[src/rtl/onchip_mem_pkg.sv]
// Shared definitions for the two-port on-chip memory arbiter: port encoding,
// weight limits and the weight clamp used by the arbiter.
package onchip_mem_pkg;

  typedef enum logic {
    PORT_M0 = 1'b0,
    PORT_M1 = 1'b1
  } port_e;

  localparam int WEIGHT_MIN = 1;
  localparam int WEIGHT_MAX = 15;
  localparam int RUN_W      = 4;

  // Out-of-range weights are pulled into range so the run counter can never overflow.
  function automatic logic [RUN_W-1:0] clamp_weight(input int w);
    logic [RUN_W-1:0] r;
    if (w < WEIGHT_MIN) begin
      r = RUN_W'(WEIGHT_MIN);
    end else if (w > WEIGHT_MAX) begin
      r = RUN_W'(WEIGHT_MAX);
    end else begin
      r = RUN_W'(w);
    end
    return r;
  endfunction

endpackage

[src/rtl/onchip_mem_arbiter_if.sv]
// Bundle of both requester ports and the memory-side bus; the arbiter uses the
// slave view, requesters plus the memory macro sit on the master view.
interface onchip_mem_arbiter_if #(
  parameter int ADDR_W = 10,
  parameter int DATA_W = 32
);

  logic [ADDR_W-1:0]   m0_address;
  logic                m0_read;
  logic                m0_write;
  logic [DATA_W-1:0]   m0_writedata;
  logic [DATA_W/8-1:0] m0_byteenable;
  logic                m0_debugaccess;
  logic                m0_waitrequest;
  logic [DATA_W-1:0]   m0_readdata;
  logic                m0_readdatavalid;

  logic [ADDR_W-1:0]   m1_address;
  logic                m1_read;
  logic                m1_write;
  logic [DATA_W-1:0]   m1_writedata;
  logic [DATA_W/8-1:0] m1_byteenable;
  logic                m1_debugaccess;
  logic                m1_waitrequest;
  logic [DATA_W-1:0]   m1_readdata;
  logic                m1_readdatavalid;

  logic [ADDR_W-1:0]   mem_address;
  logic [DATA_W/8-1:0] mem_byteenable;
  logic                mem_chipselect;
  logic                mem_write;
  logic [DATA_W-1:0]   mem_writedata;
  logic                mem_debugaccess;
  logic                mem_clken;
  logic [DATA_W-1:0]   mem_readdata;

  modport slave (
    input  m0_address, m0_read, m0_write, m0_writedata, m0_byteenable, m0_debugaccess,
    output m0_waitrequest, m0_readdata, m0_readdatavalid,
    input  m1_address, m1_read, m1_write, m1_writedata, m1_byteenable, m1_debugaccess,
    output m1_waitrequest, m1_readdata, m1_readdatavalid,
    output mem_address, mem_byteenable, mem_chipselect, mem_write, mem_writedata,
    output mem_debugaccess, mem_clken,
    input  mem_readdata
  );

  modport master (
    output m0_address, m0_read, m0_write, m0_writedata, m0_byteenable, m0_debugaccess,
    input  m0_waitrequest, m0_readdata, m0_readdatavalid,
    output m1_address, m1_read, m1_write, m1_writedata, m1_byteenable, m1_debugaccess,
    input  m1_waitrequest, m1_readdata, m1_readdatavalid,
    input  mem_address, mem_byteenable, mem_chipselect, mem_write, mem_writedata,
    input  mem_debugaccess, mem_clken,
    output mem_readdata
  );

endinterface

[src/rtl/rr_weighted_arbiter.sv]
// Two-way weighted round-robin: m0 may take up to WEIGHT0 consecutive grants
// while m1 waits, then m1 gets one.
module rr_weighted_arbiter
  import onchip_mem_pkg::*;
#(
  parameter int WEIGHT0 = 1
) (
  input  logic       clk,
  input  logic       reset,
  input  logic [1:0] req,
  output logic [1:0] gnt
);

  localparam logic [RUN_W-1:0] WEIGHT_L = clamp_weight(WEIGHT0);

  port_e            last_grant_r;
  logic [RUN_W-1:0] run_cnt_r;

  // Grant decision from current requests and registered fairness state
  always_comb begin
    gnt = 2'b00;
    case (req)
      2'b01: gnt = 2'b01;
      2'b10: gnt = 2'b10;
      2'b11: begin
        if ((last_grant_r == PORT_M1) || (run_cnt_r < WEIGHT_L)) begin
          gnt = 2'b01;
        end else begin
          gnt = 2'b10;
        end
      end
      default: gnt = 2'b00;
    endcase
  end

  // Last-grant pointer and m0 run counter; the run only grows while m1 is actually waiting
  always_ff @(posedge clk) begin
    if (reset) begin
      last_grant_r <= PORT_M1;
      run_cnt_r    <= {RUN_W{1'b0}};
    end else if (gnt[1]) begin
      last_grant_r <= PORT_M1;
      run_cnt_r    <= {RUN_W{1'b0}};
    end else if (gnt[0]) begin
      last_grant_r <= PORT_M0;
      if (req[1]) begin
        run_cnt_r <= run_cnt_r + RUN_W'(1);
      end else begin
        run_cnt_r <= run_cnt_r;
      end
    end else begin
      last_grant_r <= last_grant_r;
      run_cnt_r    <= run_cnt_r;
    end
  end

endmodule

[src/rtl/onchip_mem_arbiter.sv]
// Shares one single-port on-chip memory between two requesters; the granted
// port drives the memory directly and read data returns one cycle later.
module onchip_mem_arbiter
  import onchip_mem_pkg::*;
#(
  parameter int ADDR_W  = 10,
  parameter int DATA_W  = 32,
  parameter int WEIGHT0 = 1
) (
  input  logic                 clk,
  input  logic                 reset,
  onchip_mem_arbiter_if.slave  bus
);

  logic                m0_req_s;
  logic                m1_req_s;
  logic [1:0]          req_s;
  logic [1:0]          gnt_s;
  logic [ADDR_W-1:0]   addr_s;
  logic [DATA_W/8-1:0] be_s;
  logic [DATA_W-1:0]   wdata_s;
  logic                write_s;
  logic                dbg_s;
  logic                cs_s;
  logic                rd_pend_r;
  port_e               rd_owner_r;

  assign m0_req_s = bus.m0_read | bus.m0_write;
  assign m1_req_s = bus.m1_read | bus.m1_write;
  // Masking requests during reset keeps the memory idle and every requester stalled
  assign req_s    = reset ? 2'b00 : {m1_req_s, m0_req_s};

  rr_weighted_arbiter #(
    .WEIGHT0 (WEIGHT0)
  ) u_arb (
    .clk   (clk),
    .reset (reset),
    .req   (req_s),
    .gnt   (gnt_s)
  );

  // Memory-side mux: the granted port steers the memory in its grant cycle
  always_comb begin
    addr_s  = {ADDR_W{1'b0}};
    be_s    = {(DATA_W/8){1'b0}};
    wdata_s = {DATA_W{1'b0}};
    write_s = 1'b0;
    dbg_s   = 1'b0;
    case (gnt_s)
      2'b01: begin
        addr_s  = bus.m0_address;
        be_s    = bus.m0_byteenable;
        wdata_s = bus.m0_writedata;
        write_s = bus.m0_write;
        dbg_s   = bus.m0_debugaccess;
      end
      2'b10: begin
        addr_s  = bus.m1_address;
        be_s    = bus.m1_byteenable;
        wdata_s = bus.m1_writedata;
        write_s = bus.m1_write;
        dbg_s   = bus.m1_debugaccess;
      end
      default: begin
        addr_s  = {ADDR_W{1'b0}};
        be_s    = {(DATA_W/8){1'b0}};
        wdata_s = {DATA_W{1'b0}};
        write_s = 1'b0;
        dbg_s   = 1'b0;
      end
    endcase
  end

  assign cs_s                = gnt_s[0] | gnt_s[1];
  assign bus.mem_address     = addr_s;
  assign bus.mem_byteenable  = be_s;
  assign bus.mem_writedata   = wdata_s;
  assign bus.mem_write       = write_s;
  assign bus.mem_debugaccess = dbg_s;
  assign bus.mem_chipselect  = cs_s;
  assign bus.mem_clken       = 1'b1;

  assign bus.m0_waitrequest  = m0_req_s & ~gnt_s[0];
  assign bus.m1_waitrequest  = m1_req_s & ~gnt_s[1];

  // Read-return tracker: remembers which port owns the data arriving next cycle
  always_ff @(posedge clk) begin
    if (reset) begin
      rd_pend_r  <= 1'b0;
      rd_owner_r <= PORT_M0;
    end else if (cs_s && !write_s) begin
      rd_pend_r  <= 1'b1;
      rd_owner_r <= gnt_s[1] ? PORT_M1 : PORT_M0;
    end else begin
      rd_pend_r  <= 1'b0;
      rd_owner_r <= rd_owner_r;
    end
  end

  // Gating with reset drops a read whose data would land in the first reset cycle
  assign bus.m0_readdatavalid = rd_pend_r & (rd_owner_r == PORT_M0) & ~reset;
  assign bus.m1_readdatavalid = rd_pend_r & (rd_owner_r == PORT_M1) & ~reset;
  assign bus.m0_readdata      = bus.mem_readdata;
  assign bus.m1_readdata      = bus.mem_readdata;

endmodule

[src/flat_wrapper.sv]
// flat-port wrapper written by rule: the top's interface ports become plain ports
module onchip_mem_arbiter_flat import onchip_mem_pkg::*;
#(
  parameter int ADDR_W  = 10,
  parameter int DATA_W  = 32,
  parameter int WEIGHT0 = 1
)
  (clk, reset, bus_m0_address, bus_m0_read, bus_m0_write, bus_m0_writedata, bus_m0_byteenable, bus_m0_debugaccess, bus_m0_waitrequest, bus_m0_readdata, bus_m0_readdatavalid, bus_m1_address, bus_m1_read, bus_m1_write, bus_m1_writedata, bus_m1_byteenable, bus_m1_debugaccess, bus_m1_waitrequest, bus_m1_readdata, bus_m1_readdatavalid, bus_mem_address, bus_mem_byteenable, bus_mem_chipselect, bus_mem_write, bus_mem_writedata, bus_mem_debugaccess, bus_mem_clken, bus_mem_readdata);
  onchip_mem_arbiter_if #(.ADDR_W(ADDR_W), .DATA_W(DATA_W)) bus_i ();
  input  logic clk;
  input  logic reset;
  input wire logic [$bits(bus_i.m0_address)-1:0] bus_m0_address;
  input wire logic [$bits(bus_i.m0_read)-1:0] bus_m0_read;
  input wire logic [$bits(bus_i.m0_write)-1:0] bus_m0_write;
  input wire logic [$bits(bus_i.m0_writedata)-1:0] bus_m0_writedata;
  input wire logic [$bits(bus_i.m0_byteenable)-1:0] bus_m0_byteenable;
  input wire logic [$bits(bus_i.m0_debugaccess)-1:0] bus_m0_debugaccess;
  output wire logic [$bits(bus_i.m0_waitrequest)-1:0] bus_m0_waitrequest;
  output wire logic [$bits(bus_i.m0_readdata)-1:0] bus_m0_readdata;
  output wire logic [$bits(bus_i.m0_readdatavalid)-1:0] bus_m0_readdatavalid;
  input wire logic [$bits(bus_i.m1_address)-1:0] bus_m1_address;
  input wire logic [$bits(bus_i.m1_read)-1:0] bus_m1_read;
  input wire logic [$bits(bus_i.m1_write)-1:0] bus_m1_write;
  input wire logic [$bits(bus_i.m1_writedata)-1:0] bus_m1_writedata;
  input wire logic [$bits(bus_i.m1_byteenable)-1:0] bus_m1_byteenable;
  input wire logic [$bits(bus_i.m1_debugaccess)-1:0] bus_m1_debugaccess;
  output wire logic [$bits(bus_i.m1_waitrequest)-1:0] bus_m1_waitrequest;
  output wire logic [$bits(bus_i.m1_readdata)-1:0] bus_m1_readdata;
  output wire logic [$bits(bus_i.m1_readdatavalid)-1:0] bus_m1_readdatavalid;
  output wire logic [$bits(bus_i.mem_address)-1:0] bus_mem_address;
  output wire logic [$bits(bus_i.mem_byteenable)-1:0] bus_mem_byteenable;
  output wire logic [$bits(bus_i.mem_chipselect)-1:0] bus_mem_chipselect;
  output wire logic [$bits(bus_i.mem_write)-1:0] bus_mem_write;
  output wire logic [$bits(bus_i.mem_writedata)-1:0] bus_mem_writedata;
  output wire logic [$bits(bus_i.mem_debugaccess)-1:0] bus_mem_debugaccess;
  output wire logic [$bits(bus_i.mem_clken)-1:0] bus_mem_clken;
  input wire logic [$bits(bus_i.mem_readdata)-1:0] bus_mem_readdata;
  assign bus_i.m0_address = bus_m0_address;
  assign bus_i.m0_read = bus_m0_read;
  assign bus_i.m0_write = bus_m0_write;
  assign bus_i.m0_writedata = bus_m0_writedata;
  assign bus_i.m0_byteenable = bus_m0_byteenable;
  assign bus_i.m0_debugaccess = bus_m0_debugaccess;
  assign bus_m0_waitrequest = bus_i.m0_waitrequest;
  assign bus_m0_readdata = bus_i.m0_readdata;
  assign bus_m0_readdatavalid = bus_i.m0_readdatavalid;
  assign bus_i.m1_address = bus_m1_address;
  assign bus_i.m1_read = bus_m1_read;
  assign bus_i.m1_write = bus_m1_write;
  assign bus_i.m1_writedata = bus_m1_writedata;
  assign bus_i.m1_byteenable = bus_m1_byteenable;
  assign bus_i.m1_debugaccess = bus_m1_debugaccess;
  assign bus_m1_waitrequest = bus_i.m1_waitrequest;
  assign bus_m1_readdata = bus_i.m1_readdata;
  assign bus_m1_readdatavalid = bus_i.m1_readdatavalid;
  assign bus_mem_address = bus_i.mem_address;
  assign bus_mem_byteenable = bus_i.mem_byteenable;
  assign bus_mem_chipselect = bus_i.mem_chipselect;
  assign bus_mem_write = bus_i.mem_write;
  assign bus_mem_writedata = bus_i.mem_writedata;
  assign bus_mem_debugaccess = bus_i.mem_debugaccess;
  assign bus_mem_clken = bus_i.mem_clken;
  assign bus_i.mem_readdata = bus_mem_readdata;
  onchip_mem_arbiter #(.ADDR_W(ADDR_W), .DATA_W(DATA_W), .WEIGHT0(WEIGHT0)) u_core (.clk(clk), .reset(reset), .bus(bus_i));
endmodule
[config.mk]
export PLATFORM = sky130hd
export DESIGN_NAME = onchip_mem_arbiter_flat
export DESIGN_NICKNAME = d
export VERILOG_FILES = /design/src/rtl/onchip_mem_pkg.sv /design/src/rtl/onchip_mem_arbiter_if.sv /design/src/rtl/rr_weighted_arbiter.sv /design/src/rtl/onchip_mem_arbiter.sv /design/src/flat_wrapper.sv
export SDC_FILE = /design/constraint.sdc
export NUM_CORES = 1
export LEC_CHECK = 0
export ABC_CLOCK_PERIOD_IN_PS = 4800
export CORE_AREA = 3 3 96 98
export CTS_CLUSTER_SIZE = 28
export DETAILED_ROUTE_END_ITERATION = 6
export DIE_AREA = 0 0 99 101
export PLACE_DENSITY = 0.76
export SYNTH_ARGS = -nofsm -noshare
export SYNTH_HDL_FRONTEND = slang
export SYNTH_SLANG_ARGS = --single-unit
[constraint.sdc]
create_clock -name clk -period 4.8 [get_ports clk]
set_clock_uncertainty 0.2 [all_clocks]
set_input_delay 0.96 -clock clk [delete_from_list [all_inputs] [get_ports clk]]
set_output_delay 0.96 -clock clk [all_outputs]
set_load 0.05 [all_outputs]
**Word-level counts from Yosys, hierarchy flattened**

Index checks and enable logic that the tools add are counted.
W data, S select, Z words.

- Output and inout port bits: 118
- Bits in writable memories: 0
- Register bits after elaboration: 7
- Bits of input ports: 132
- Latch bits: 0
- Bits in read-only memories: 0
- Logic and storage cells: 39
- Memories kept: 0

- Shift operators: 0
- $mul: 0
- $lt $le $gt $ge: 1
- Reductions and logical operators: 5
- Divide/modulo/power cells: 0
- Multiplexer cells: 10
- $add $sub $neg: 1
- Equality and inequality tests: 5
- Bitwise operators: 13

Operators with widths:

| operator | number |
|---|---|
| $pmux W32 S2 | 1 |
| $pmux W10 S2 | 1 |
| $pmux W4 S2 | 1 |
| $and A1 B1 Y1 | 6 |
| $eq A2 B2 Y1 const B | 3 |
| $pmux W2 S3 | 1 |
| $add A4 B1 Y4 const B | 1 |
| $eq A2 B1 Y1 const B | 2 |
| $lt A4 B1 Y1 const B | 1 |
| $mux W2 | 2 |
| $not A1 Y1 | 4 |
| $pmux W1 S2 | 2 |
| $or A1 B1 Y1 | 3 |
| $mux W1 | 2 |
| $reduce_and A2 Y1 | 1 |
| $reduce_or A2 Y1 | 1 |
| $logic_and A1 B1 Y1 | 1 |
| $logic_not A1 Y1 | 1 |
| $logic_or A1 B1 Y1 | 1 |

**Logic depth before layout (Yosys ltp)**

Gate-level depths: netlist (run 1).

- Depth in word-level cells: 9
- Mapped depth: 11
- Gate-level depth less buffers: 11

**Modules after synthesis**

A second synthesis (run 1) with hierarchy kept.

- Cell total of the unflattened synthesis: 236
- Area total of the unflattened synthesis: 1958.1 sq um

By module, submodules not included:

| module | area each (sq um) | cells an instance | times used | sequential area each (sq um) |
|---|---|---|---|---|
| onchip_mem_arbiter | 1651.6 | 200 | 1 | 40.0 |
| rr_weighted_arbiter | 306.5 | 36 | 1 | 100.1 |

**Worst setup path after synthesis (run 1)**

No wires, ideal clock.

- Path kind: input to output
- Start: in bus_m1_write
- End: out bus_mem_address[0]
- Slack: 0.599 ns
- Path buffers: 2
- Arrival time: 3.041 ns
- Cell stages on the path: 9
- Data required time: 3.640 ns
- Cells stage by stage: nor2_1 -> nor2_1 -> nand2b_1 -> inv_1 -> ha_1 -> clkbuf_1 -> clkbuf_1 -> a22oi_1 -> nor2b_1

- Cells in the longest elaborated chain, start to end: 6
- Elaborated cells between the ends (all ways): 9
- Those cells by class: eq/ne: 5; mux: 3; bitwise: 1

Ends and longest elaborated chain:

| what | RTL line | source |
|---|---|---|
| start, declared | flat_wrapper.sv:23 | `input wire logic [$bits(bus_i.m1_write)-1:0] bus_m1_write;` |
| $or A1 B1 Y1 (*) | onchip_mem_arbiter.sv:29 | `assign m1_req_s = bus.m1_read \| bus.m1_write;` |
| $mux W2 (*) | onchip_mem_arbiter.sv:31 | `assign req_s = reset ? 2'b00 : {m1_req_s, m0_req_s};` |
| $eq A2 B2 Y1 / $eq A2 B1 Y1 (equally long branches) | rr_weighted_arbiter.sv:22 | `case (req)` |
| $pmux W2 S3 (*) | rr_weighted_arbiter.sv:22 |  |
| net u_core.gnt_s[1] | onchip_mem_arbiter.sv:18 | `logic [1:0] gnt_s;` |
| $eq A2 B2 Y1 / $eq A2 B1 Y1 (equally long branches) | onchip_mem_arbiter.sv:49 | `case (gnt_s)` |
| $pmux W10 S2 (*) | onchip_mem_arbiter.sv:49 |  |
| end, declared | flat_wrapper.sv:30 | `output wire logic [$bits(bus_i.mem_address)-1:0] bus_mem_address;` |

The timed path passes the listed nets; every way through them passes the cells marked *.

**Worst setup path in the final report (run 1)**

- Start: in bus_m1_write
- End: out bus_mem_writedata[18]

- Cells in the longest elaborated chain, start to end: 6
- Elaborated cells between the ends (all ways): 9
- Those cells by class: eq/ne: 5; mux: 3; bitwise: 1

Ends and longest elaborated chain:

| what | RTL line | source |
|---|---|---|
| $or A1 B1 Y1 (*) | onchip_mem_arbiter.sv:29 |  |
| $mux W2 (*) | onchip_mem_arbiter.sv:31 |  |
| $eq A2 B2 Y1 / $eq A2 B1 Y1 (equally long branches) | rr_weighted_arbiter.sv:22 |  |
| $pmux W2 S3 (*) | rr_weighted_arbiter.sv:22 |  |
| net u_core.gnt_s[0] | onchip_mem_arbiter.sv:18 |  |
| $eq A2 B2 Y1 / $eq A2 B1 Y1 (equally long branches) | onchip_mem_arbiter.sv:49 |  |
| $pmux W32 S2 (*) | onchip_mem_arbiter.sv:49 |  |
| end, declared | flat_wrapper.sv:34 | `output wire logic [$bits(bus_i.mem_writedata)-1:0] bus_mem_writedata;` |

Marks and branches as above.

==> impl_metrics.csv, run 1 <==
group,metric,value,unit
cts,path_clk_slew,40,ps
final_layout,utilization,39.3,%
setup_path,path_class,"in2out",
detailed_routing,vias_per_cell,4.39,
cts,cts_buffers,3,
placement,routabilityCongestion,0.775,
global_routing,grt_pass1_wl,8.70,mm
sta,hold_viol,0,
power_and_ir_drop,p_leak,1.21,nW
die,die_y,101,um
power_and_ir_drop,p_seq_share,11.2,%
power_and_ir_drop,power,587,uW
cts,htree_levels,1,
sta,finalWorstSetupSlack,417,ps
final_layout,syn2layout_area_growth,105,%
cts,clock_path_buffers,2,
sta,fin_crit_sh,91.3,%
placement,dp_hpwl,5.19,mm
die,ioPinCount,250,
sta,rsz0062_at_grt,"no",
final_layout,fin_area,3360,um^2
yosys,yosysSeqAreaShare,8.52,%
global_routing,grt_usage,10.7,%
global_routing,antenna_found_initial,0,
sta,finalSetupViolCount,0,
global_routing,grt-busiest-layer,"met2",
detailed_routing,drc,0,
final_layout,fin_cells,424,
power_and_ir_drop,p_int,347,uW
final_layout,antenna_cells,0,
placement,dpl_worst_slack,414,ps
detailed_routing,first_pass_iters,4,
sta,max_freq,228,MHz
detailed_routing,route.antenna.remaining_nets,0,
setup_path,crit_fanout,19,
min_path,whs_path_depth,2,
setup_path,endpoint_kind,"output pin",
setup_path,worstRegToRegCells,12,
setup_path,reg2reg_from,"u_core.u_arb.run_cnt_r[0]",
yosys,syn_area_per_cell,7.09,um^2
detailed_routing,drt_iter0_drc,48,
cts,cts.hold.buffers_added,0,
global_routing,grt.overflow.total,0,
global_routing,met1_usage,11.3,%
power_and_ir_drop,comb_power_share,74.7,%
run,drv_cap,0,
final_layout,layout-drive-gt1-share,19.9,%
power_and_ir_drop,p_switching,240,uW
yosys,ys_ff_latch,7,
global_routing,met3_usage,3.11,%
die,die-area,10000,um^2
yosys,syn-instance-count,232,
detailed_routing,post_drt_wl_per_cell,14.4,um
final_layout,seqCellArea,140,um^2
die,fp.dieW,99,um
power_and_ir_drop,powerDensity,175,nW/um^2
outcome,status,"finished, final reports clean",
cts,post_cts_resized,0,
final_layout,multi_input_area,942,um^2
setup_path,cp.arrival,3220,ps
setup_path,rr_endpoint,"u_core.rd_owner_r",
final_layout,nFillCells,863,
yosys,synth_area,1640,um^2
sta,whs,290,ps
global_routing,grt_pass1_vias,1812,
placement,place_inst,420,
sta,period_needed,4380,ps
power_and_ir_drop,swShare,40.9,%
cts,insertion_delay,230,ps
sta,drv_slew,0,
placement,placed_area,3320,um^2
detailed_routing,vias,1861,
cts,cts_setup_buffers,0,
placement,portBuffers,152,
yosys,syn_nets,369,
global_routing,use_met2,20.4,%
min_path,hold_path_startpoint,"u_core.u_arb.run_cnt_r[1]",
die,core_area,8550,um^2
detailed_routing,routed_wl,6.09,mm
cts,ctsRootBufferMaster,"clkbuf_8",
setup_path,cp-start-kind,"input pin",
sta,tns,0,ps
cts,cts_tree,"yes",
global_routing,grt_max_degree,29,
final_layout,layout.nets,454,
min_path,hold_path_class,"reg2reg",
min_path,whs_endpoint,"u_core.u_arb.run_cnt_r[1]",
setup_path,required,3640,ps
setup_path,reg2reg_slack,1820,ps
die,std_cell_rows,34,
power_and_ir_drop,clkPwrFrac,14.1,%
power_and_ir_drop,irDropWorstVdd,0.0656,mV
die,start_util,19.2,%
yosys,yosysUniqueCellTypes,25,
cts,clkSinkCount,7,
yosys,synth_warnings,0,
## sequential cells by signal, summed over array words and instances (netlist names)
signal and flops:
u_core.rd_owner_r 1, u_core.rd_pend_r 1, u_core.u_arb.last_grant_r 1, u_core.u_arb.run_cnt_r 4
## per-layer routing
metal  part of all wire (%)  vias up  wire length [um]
met4                   0.94        0                57
met2                     54       93              3260
met5                      0        -                 0
li1                       -      903                 -
met3                    9.6       18               584
met1                     36      847              2190
## worst max-delay path by stage
| stage | from | endpoint | slack, ps | cells after the start |
|---|---|---|---|---|
| after floorplan | bus_m1_write | bus_mem_address[0] | 600 | 9 |
| after global placement | bus_m1_write | bus_mem_writedata[18] | 480 | 9 |
| after detailed placement | bus_m1_write | bus_mem_writedata[18] | 410 | 9 |
| after CTS | bus_m1_write | bus_mem_writedata[18] | 400 | 9 |
| after global routing | bus_m1_write | bus_mem_writedata[18] | 170 | 9 |
| final | bus_m1_write | bus_mem_writedata[18] | 420 | 9 |
## power groups by stage
stage / Sequential, mW / Combinational (mW) / Clock (mW)
after floorplan: 0.0656 / 0.348 / 0
after global placement: 0.0660 / 0.438 / 0
after detailed placement: 0.0664 / 0.442 / 0
after CTS: 0.0654 / 0.443 / 0.0868
after global routing: 0.0660 / 0.460 / 0.0898
final: 0.0656 / 0.439 / 0.0830
## cell usage in the layout, fill, tap and decap left out, types with 2 or more instances in the layout
cell type / instances
a21oi_1: 4
clkdlybuf4s50_1: 104
nor3b_1: 3
nor2b_1: 48
nand3_1: 4
nor2_1: 8
nor3_1: 3
inv_1: 5
dfxtp_1: 7
nand2_1: 3
ha_2: 2
ha_1: 3
buf_4: 8
nand2b_1: 2
buf_12: 49
clkbuf_8: 3
a22oi_1: 48
o21ai_0: 2
## layout make-up
class,count,area share (%)
inverters,5,0.558
flip-flops and latches,7,4.17
multi-input cells,139,28.0
repair buffers,161,61.9
well taps,108,4.02
clock buffers,4,1.34
## logic make-up after synthesis
group / synth area share, %
compound gates: 26.0
fa+ha+maj: 3.81
simple gates: 26.9
flops: 8.52
buf+inv: 34.5
other cells: 0.228
## worst max-delay path, stage by stage
cell,delay [ps]
clkdlybuf4s50_1,440
nor2_1,220
nor3_1,90
nor3_1,240
ha_2,430
buf_4,290
a22oi_1,130
nor2b_1,220
buf_12,170
## synth_stat cells, drive strengths merged
library cell | n | area, um^2
a22oi | 48 | 360
nand2b | 2 | 12.5
o22ai | 1 | 6.26
conb | 1 | 3.75
o21ai | 2 | 10.0
nand3 | 4 | 20.0
nor3 | 3 | 15.0
dfxtp | 7 | 140
buf | 66 | 492
o22a | 1 | 17.5
clkbuf | 15 | 56.3
ha | 5 | 62.6
a31oi | 1 | 6.26
a21oi | 4 | 20.0
nor2b | 48 | 300
or2 | 1 | 6.26
nand4b | 1 | 8.76
nor3b | 3 | 22.5
nor2 | 8 | 30.0
nand2 | 3 | 11.3
and3b | 1 | 8.76
o21bai | 1 | 7.51
inv | 5 | 18.8
or4 | 1 | 7.51
Note: power is estimated with default switching activity, not from simulation.
==> run 2, diff against run 1 <==
--- a/config.mk
+++ b/config.mk
@@ -10,6 +10,7 @@
 export CTS_CLUSTER_SIZE = 28
 export DETAILED_ROUTE_END_ITERATION = 6
 export DIE_AREA = 0 0 99 101
+export HOLD_SLACK_MARGIN = 0.03
 export PLACE_DENSITY = 0.76
 export SYNTH_ARGS = -nofsm -noshare
 export SYNTH_HDL_FRONTEND = slang
==> results of run 2 <==
The final DEF is identical to that of run 1; final timing and power are the same.
==> run 3, diff against run 2 <==
--- a/config.mk
+++ b/config.mk
@@ -10,6 +10,7 @@
 export CTS_CLUSTER_SIZE = 28
 export DETAILED_ROUTE_END_ITERATION = 6
 export DIE_AREA = 0 0 99 101
+export GPL_TIMING_DRIVEN = 0
 export HOLD_SLACK_MARGIN = 0.03
 export PLACE_DENSITY = 0.76
 export SYNTH_ARGS = -nofsm -noshare
==> impl_metrics.csv, run 3 (synthesized netlist as in run 1, its figures left out) <==
group,metric,value,unit
detailed_routing,drt_iter0_drc,36,
final_layout,largest_reg_flops,4,
setup_path,required,3640,ps
final_layout,nFillCells,830,
final_layout,final_common_cell,"clkdlybuf4s50_1",
die,std_cell_rows,34,
setup_path,crit_fanout,10,
min_path,whs_path_depth,2,
power_and_ir_drop,power,706,uW
global_routing,grt_max_degree,11,
cts,insertion_delay,230,ps
die,fp.dieW,99,um
final_layout,layout.nets,590,
die,core_area,8550,um^2
setup_path,rr_endpoint,"u_core.rd_owner_r",
power_and_ir_drop,swShare,49.0,%
final_layout,antenna_cells,0,
setup_path,reg2reg_from,"u_core.u_arb.run_cnt_r[0]",
placement,placed_area,3940,um^2
cts,htree_levels,1,
cts,path_clk_slew,40,ps
sta,max_slew_margin,65.5,%
final_layout,fin_area,4020,um^2
sta,hold_viol,0,
final_layout,syn2layout_area_growth,145,%
global_routing,met1_usage,14.1,%
die,start_util,19.2,%
setup_path,cp.arrival,3430,ps
power_and_ir_drop,p_leak,1.62,nW
setup_path,path_class,"in2out",
power_and_ir_drop,comb_power_share,78.6,%
cts,ctsRootBufferMaster,"clkbuf_8",
final_layout,top_register,"u_core.u_arb.run_cnt_r",
final_layout,final_cell_mix,"clkdlybuf4s50_1, buf_4, a22oi_1, nor2b_1, clkdlybuf4s15_2",
cts,clkSinkCount,7,
setup_path,cp-start-kind,"input pin",
placement,dp_hpwl,6.63,mm
global_routing,grt-busiest-layer,"met2",
setup_path,endpoint_kind,"output pin",
placement,portBuffers,216,
final_layout,multi_input_area,952,um^2
detailed_routing,drc,0,
cts,cts_tree,"yes",
detailed_routing,post_drt_wl_per_cell,13.7,um
min_path,hold_path_class,"reg2reg",
global_routing,met3_usage,4.71,%
die,die_y,101,um
placement,dpl_worst_slack,-757,ps
sta,rsz0062_at_grt,"no",
die,ioPinCount,250,
die,die-area,10000,um^2
detailed_routing,vias_per_cell,4.24,
detailed_routing,vias,2375,
run,drv_cap,0,
min_path,whs_endpoint,"u_core.rd_owner_r",
sta,finalWorstSetupSlack,206,ps
sta,max_freq,218,MHz
detailed_routing,first_pass_iters,4,
power_and_ir_drop,p_switching,346,uW
detailed_routing,route.antenna.remaining_nets,0,
global_routing,grt_pass1_vias,2344,
final_layout,utilization,47.1,%
setup_path,worstRegToRegCells,10,
power_and_ir_drop,powerDensity,176,nW/um^2
global_routing,grt_usage,13.6,%
global_routing,grt.overflow.total,0,
placement,routabilityCongestion,0.713,
sta,finalSetupViolCount,0,
sta,fin_crit_sh,95.7,%
min_path,hold_path_startpoint,"u_core.rd_owner_r",
sta,period_needed,4590,ps
detailed_routing,routed_wl,7.65,mm
sta,worst_slew_pin_slew,517,ps
power_and_ir_drop,irDropWorstVdd,0.0686,mV
final_layout,seqCellArea,140,um^2
sta,tns,0,ps
setup_path,reg2reg_slack,2170,ps
cts,clock_path_buffers,2,
final_layout,layout-drive-gt1-share,27.4,%
power_and_ir_drop,p_seq_share,9.3,%
global_routing,grt_pass1_wl,11.2,mm
cts,cts_buffers,3,
power_and_ir_drop,clkPwrFrac,12.1,%
sta,drv_slew,0,
power_and_ir_drop,p_int,360,uW
outcome,status,"finished, final reports clean",
global_routing,antenna_found_initial,0,
global_routing,use_met2,26.3,%
==> run 3: cell types whose count changed in the layout (fill, tap and decap cells not counted), sizes merged <==
cell,previous run,this run
clkbuf,4,18
dlygate4sd2,0,5
clkdlybuf4s15,0,34
clkdlybuf4s18,0,2
buf,57,73
clkdlybuf4s50,104,168
dlymetal6s2s,0,1
==> run 3: how the worst max path moves through the flow <==
stage	startpoint	depth (start not counted)	end
after floorplan	bus_m1_write	9	bus_mem_address[0]
after global placement	bus_m1_write	11	bus_mem_writedata[30]
after detailed placement	bus_m1_write	11	bus_mem_writedata[30]
after CTS	bus_m1_write	10	bus_mem_writedata[9]
after global routing	bus_m1_write	10	bus_mem_writedata[7]
final	bus_m1_write	10	bus_mem_writedata[28]
==> run 3: metrics by stage <==
stage               hold slack, ps  instances
floorplan                      262        232
finish                         288        560
detailed placement             281        556
CTS                            287        560
global route                   346        560
global placement               275        556
==> run 3: per-layer routing <==
| layer | part of all wire [%] | up-vias |
|---|---|---|
| met4 | 0.91 | 0 |
| met5 | 0 | - |
| met2 | 54 | 138 |
| met3 | 11 | 7 |
| met1 | 34 | 1055 |
| li1 | - | 1175 |
==> run 3: critical path, stage by stage <==
cell             delay, ps
clkdlybuf4s50_1        480
nor2_4                 200
nor3_1                  80
nor3_1                 250
inv_1                  110
ha_1                   340
clkbuf_2               230
clkbuf_2               240
nor2b_1                160
clkdlybuf4s15_2        390
==> run 3: repair_timing <==
item	in CTS	in global routing
setup buffers	0	0
endpoints found under the setup margin	47	44
hold buffers	0	0
hold endpoints to repair	0	0
resized for setup	135	29
==> run 3: final cells by class <==
cell class	count	area share, %
Tap cell	108	3.36
Multi-Input combinational cell	139	23.7
Clock buffer	4	1.12
Timing Repair Buffer	216	53.9
Sequential cell	7	3.48
Inverter	5	0.466
Buffer	81	14.0
==> run 3: power by group through the flow <==
stage | clock, mW | combinational, mW | sequential, mW
after floorplan | 0 | 0.348 | 0.0656
after global placement | 0 | 0.560 | 0.0661
after detailed placement | 0 | 0.565 | 0.0664
after CTS | 0.0892 | 0.559 | 0.0655
after global routing | 0.0909 | 0.584 | 0.0662
final | 0.0854 | 0.555 | 0.0657
